<file path="src/rtl/sum_acc_pkg.sv">
// sum_accumulator shared types and helpers.
// FSM state encoding and beat-counter sizing.
package sum_acc_pkg;

   typedef enum logic {
      ACCUM,
      HOLD
   } acc_state_t;

   // Beat counter needs at least one bit, even for COUNT=1.
   function automatic int cnt_width(input int count);
      int w;
      w = $clog2(count);
      return (w < 1) ? 1 : w;
   endfunction

endpackage

</file>
<file path="src/rtl/sum_accumulator.sv">
// sum_accumulator: sums COUNT beats of WIDTH-bit adder results
// into an ACC_WIDTH-bit block total with a sticky carry-out flag.
module sum_accumulator
   import sum_acc_pkg::*;
#(
   parameter int WIDTH     = 8,
   parameter int COUNT     = 4,
   parameter int ACC_WIDTH = 10
) (
   input  logic                 clk,
   input  logic                 rst_n,
   input  logic                 clear,
   input  logic                 in_valid,
   output logic                 in_ready,
   input  logic [WIDTH-1:0]     in_data,
   output logic                 out_valid,
   input  logic                 out_ready,
   output logic [ACC_WIDTH-1:0] out_data,
   output logic                 out_ovf
);

   localparam int CW = cnt_width(COUNT);
   localparam int XW = ACC_WIDTH + 1 - WIDTH;
   localparam logic [CW-1:0] LAST = CW'(COUNT - 1);

   acc_state_t           state_q, state_d;
   logic [ACC_WIDTH-1:0] acc_q;
   logic [CW-1:0]        cnt_q;
   logic                 ovf_q;
   logic [ACC_WIDTH-1:0] out_data_q;
   logic                 out_ovf_q;

   logic                 accept;
   logic                 last_beat;
   logic [ACC_WIDTH:0]   sum;

   // Handshake, carry-extended add and next-state selection.
   always_comb begin
      state_d   = state_q;
      in_ready  = (state_q == ACCUM);
      out_valid = (state_q == HOLD);
      accept    = in_valid && in_ready;
      last_beat = accept && (cnt_q == LAST);
      sum       = {1'b0, acc_q} + {{XW{1'b0}}, in_data};
      unique case (state_q)
         ACCUM: if (last_beat) state_d = HOLD;
         HOLD:  if (out_ready) state_d = ACCUM;
         default: state_d = ACCUM;
      endcase
      if (clear) state_d = ACCUM;
   end

   // State register and accumulation datapath.
   always_ff @(posedge clk or negedge rst_n) begin
      if (!rst_n) begin
         state_q    <= ACCUM;
         acc_q      <= '0;
         cnt_q      <= '0;
         ovf_q      <= 1'b0;
         out_data_q <= '0;
         out_ovf_q  <= 1'b0;
      end else begin
         state_q <= state_d;
         if (clear) begin
            acc_q <= '0;
            cnt_q <= '0;
            ovf_q <= 1'b0;
         end else if (accept) begin
            if (last_beat) begin
               out_data_q <= sum[ACC_WIDTH-1:0];
               out_ovf_q  <= ovf_q | sum[ACC_WIDTH];
               acc_q      <= '0;
               cnt_q      <= '0;
               ovf_q      <= 1'b0;
            end else begin
               acc_q <= sum[ACC_WIDTH-1:0];
               cnt_q <= cnt_q + CW'(1);
               ovf_q <= ovf_q | sum[ACC_WIDTH];
            end
         end
      end
   end

   assign out_data = out_data_q;
   assign out_ovf  = out_ovf_q;

endmodule

</file>
<file path="config.mk">
export PLATFORM = sky130hd
export DESIGN_NAME = sum_accumulator
export DESIGN_NICKNAME = d
export VERILOG_FILES = /design/src/rtl/sum_acc_pkg.sv /design/src/rtl/sum_accumulator.sv
export SDC_FILE = /design/constraint.sdc
export NUM_CORES = 1
export LEC_CHECK = 0
export CAP_MARGIN = 30
export CORE_MARGIN = 8
export CORE_UTILIZATION = 30
export DETAILED_ROUTE_END_ITERATION = 8
export GPL_ROUTABILITY_DRIVEN = 0
export SKIP_LAST_GASP = 1
export SYNTH_ARGS = -nofsm -noshare
export SYNTH_HDL_FRONTEND = slang
export SYNTH_SLANG_ARGS = --single-unit
</file>
<file path="constraint.sdc">
create_clock -name clk -period 4.8 [get_ports clk]
set_clock_uncertainty 0.15 [all_clocks]
set_input_delay 0.96 -clock clk [delete_from_list [all_inputs] [get_ports clk]]
set_output_delay 0.96 -clock clk [all_outputs]
set_load 0.01 [all_outputs]
</file>
==> impl_metrics.toml <==
[status]
status = "finished, final reports clean"

[die]
die_h_um = 81.9
ioPinCount = 26
start_util_pct = 30.5
die_area_um2 = 6700
fp.dieW_um = 81.9
rows = 24
core_area_um2 = 4260

[timing]
worst_pin_slew_ns = 0.673
rsz0062_at_grt = "false"
holdWs_ns = 0.333
hold_viol = 0
drv_slew = 0
fin_setup_tns_ns = 0
fin_ws_ns = 1.93
finalSetupViolations = 0
max_freq_ghz = 0.349
period_share_pct = 59.7
slew_headroom_pct = 54.8
min_period_ns = 2.87

[synth]
yosysMostFrequentCell = "dfrtp_1"
yosys.area_share.adder_pct = 10.2
yosys-mux-area-fraction_pct = 3.37
netlist_instances = 124
ys_seq_area_share_pct = 48.1
synth_area_per_cell_um2 = 10.5
synth-simple-area-share_pct = 11.0
syn_nets = 147
synth_area_um2 = 1300
synth_top_family_by_area = "compound AO/OA/AOI/OAI gates"
synthTopCellsByArea = "dfrtp_1 48%, ha_1 8.7%, nand2_1 4.6%"
yosysTopAreaCell = "dfrtp_1"
synth-xor-area-share_pct = 5.38
synth.distinct_cells = 34
yosys_warnings = 0
synth_compound_area_share_pct = 20.1
ys_ff_latch = 25
yosys-top-cells-count = "25 x dfrtp_1, 16 x nand2_1, 10 x o21ai_0"
yosys.area.top_type_share_pct = 48.1
synth_flop_cell = "dfrtp_1"
synthArstFlopShare_pct = 100
synth-edff-count = 0

[routing]
ant_nets = 0
via_count = 978
drt_iter0_markers = 61
via_per_inst = 4.79
wire_per_inst_um = 13.9
drc = 0
drtPass1Iterations = 4
drt-total-wl_mm = 2.83

[worst_setup_path]
crit_type = "in -> reg"
cp_data_required_time_ns = 4.81
start_kind = "input pin"
worstPathMaxFanout = 3
cp-end-kind = "register"
cp.arrival_ns = 2.88

[clocking]
clockRootBuffer = "clkbuf_8"
htree_levels = 1
post_cts_buffers = 0
cts_buffers = 3
clock_path_buffers = 2
holdBufCountCts = 0
clock_latency_ns = 0.27
clk_pin_slew_ns = 0.09
cts_tree = "yes"
cts_resized = 0
cts.sinks = 25

[place]
post-dp-hpwl_mm = 2.20
dp_slack_ns = 1.65
port_buffers = 25

[power_and_ir_drop]
share_comb_of_total_power_pct = 32.8
cellPowerDensity_nw_per_um2 = 350
power.switching_mw = 0.181
p_int_mw = 0.405
p_clk_share_pct = 21.7
ir_worst_vdd_uv = 152
sw_frac_of_total_pct = 30.9
p_leak_nw = 0.756
p_seq_share_pct = 45.5

[cells_and_area]
drive_gt1_share_pct = 8.55
nets = 176
syn_to_final_growth_pct = 28.5
diodes = 0

[grt]
overflow = 0
grt_use_total_pct = 9.19
grt_max_degree = 20
grt_use_met1_pct = 11.6
grt_pass1_vias = 1069
antenna_found_initial = 0
grt_pass1_wl_mm = 4.93
met3_usage_pct = 3.06
use_met2_pct = 15.1
top_usage_layer = "met2"

[worst_hold_path]
worstHoldPathType = "reg -> reg"

[flow_run]
cap_viol_max_count = 0
## cell usage in the layout (no fill, tap or decap), drive strengths merged
| cell | instances |
|---|---|
| dfrtp | 25 |
| clkdlybuf4s50 | 25 |
| o21ai | 17 |
| nand2 | 16 |
| a21oi | 10 |
| ha | 9 |
| xnor2 | 5 |
| nor2 | 4 |
| a21o | 4 |
| inv | 3 |
| xor2 | 3 |
| a22o | 3 |
| clkbuf | 3 |
| mux2 | 3 |
| nand3 | 2 |
| or3 | 2 |
| a31oi | 2 |
| buf | 2 |
| nand2b | 1 |
| o31ai | 1 |
| a211oi | 1 |
| o211ai | 1 |
| and2 | 1 |
| and3 | 1 |
| a2bb2oi | 1 |
| nor3 | 1 |
| mux2i | 1 |
| nand4 | 1 |
| nand3b | 1 |
| o31a | 1 |
| fa | 1 |
| clkinv | 1 |
## flip-flops by register name, summed over array words and instances, names as in the netlist
register / count
acc_q: 10
cnt_q: 2
out_ovf: 1
ovf_q: 1
out_valid: 1
out_data: 10
## stage by stage
stage                     utilization, %  total power [mW]  instance area, um^2  instances
final                               39.2             0.586                 1670        204
after global routing                39.2             0.627                 1670        204
after CTS                           39.2             0.594                 1670        204
after detailed placement            38.1             0.465                 1630        200
after global placement              37.6             0.461                 1600        198
after floorplan                        -             0.383                 1300        124
## layout make-up
| cell class | instances | area (um^2) |
|---|---|---|
| clock buffers | 3 | 41.3 |
| fillers | 434 | 2590 |
| well taps | 52 | 65.1 |
| flip-flops and latches | 25 | 626 |
| repair buffers | 27 | 273 |
| clock inverters | 1 | 5.00 |
| multi-input cells | 93 | 651 |
| inverters | 3 | 11.3 |
## cells by family (layout without fill, tap and decap cells)
| kind of cell | Yosys count | after routing |
|---|---|---|
| multiplexers | 4 | 4 |
| XOR/XNOR | 8 | 8 |
| buffers and inverters | 6 | 34 |
| flip-flops | 25 | 25 |
| adder cells (fa/ha/maj) | 10 | 10 |
| AND/OR/NAND/NOR | 30 | 30 |
| AO/OA/AOI/OAI | 41 | 41 |
## layer usage
layer  routed length [um]  share of wire (%)
met5                    0                  0
met3                  214                7.6
met2                 1300                 46
met4                    8               0.28
met1                 1310                 46
## critical path, cell delays in order
cell	delay [ns]
clkdlybuf4s50_1	0.41
ha_1	0.24
fa_1	0.42
nand3_1	0.13
nand2_1	0.09
a31oi_1	0.23
xnor2_1	0.11
mux2_1	0.29
## worst paths after layout
kind                                          from                 endpoint  slack [ns]  cells after the start
setup reg to reg              acc_q[0]$_DFFE_PN0P_  out_data[6]$_DFFE_PN0P_        2.67                      7
max in group asynchronous                    rst_n     acc_q[6]$_DFFE_PN0P_        3.08                      2
hold reg to reg            out_data[4]$_DFFE_PN0P_  out_data[4]$_DFFE_PN0P_        0.33                      2
setup / recovery                        in_data[0]  out_data[6]$_DFFE_PN0P_        1.93                      8
min in group asynchronous                    rst_n  out_data[9]$_DFFE_PN0P_        0.92                      1
hold / removal             out_data[4]$_DFFE_PN0P_  out_data[4]$_DFFE_PN0P_        0.33                      2
## power groups by stage
stage / registers [mW] / clock network (mW) / logic, mW
2_1_floorplan: 0.277 / 0 / 0.106
3_3_place_gp: 0.269 / 0 / 0.191
3_5_place_dp: 0.271 / 0 / 0.195
4_1_cts: 0.267 / 0.130 / 0.196
5_1_grt: 0.272 / 0.140 / 0.216
6_report: 0.266 / 0.127 / 0.192
Power figures use the tool's default switching activity.
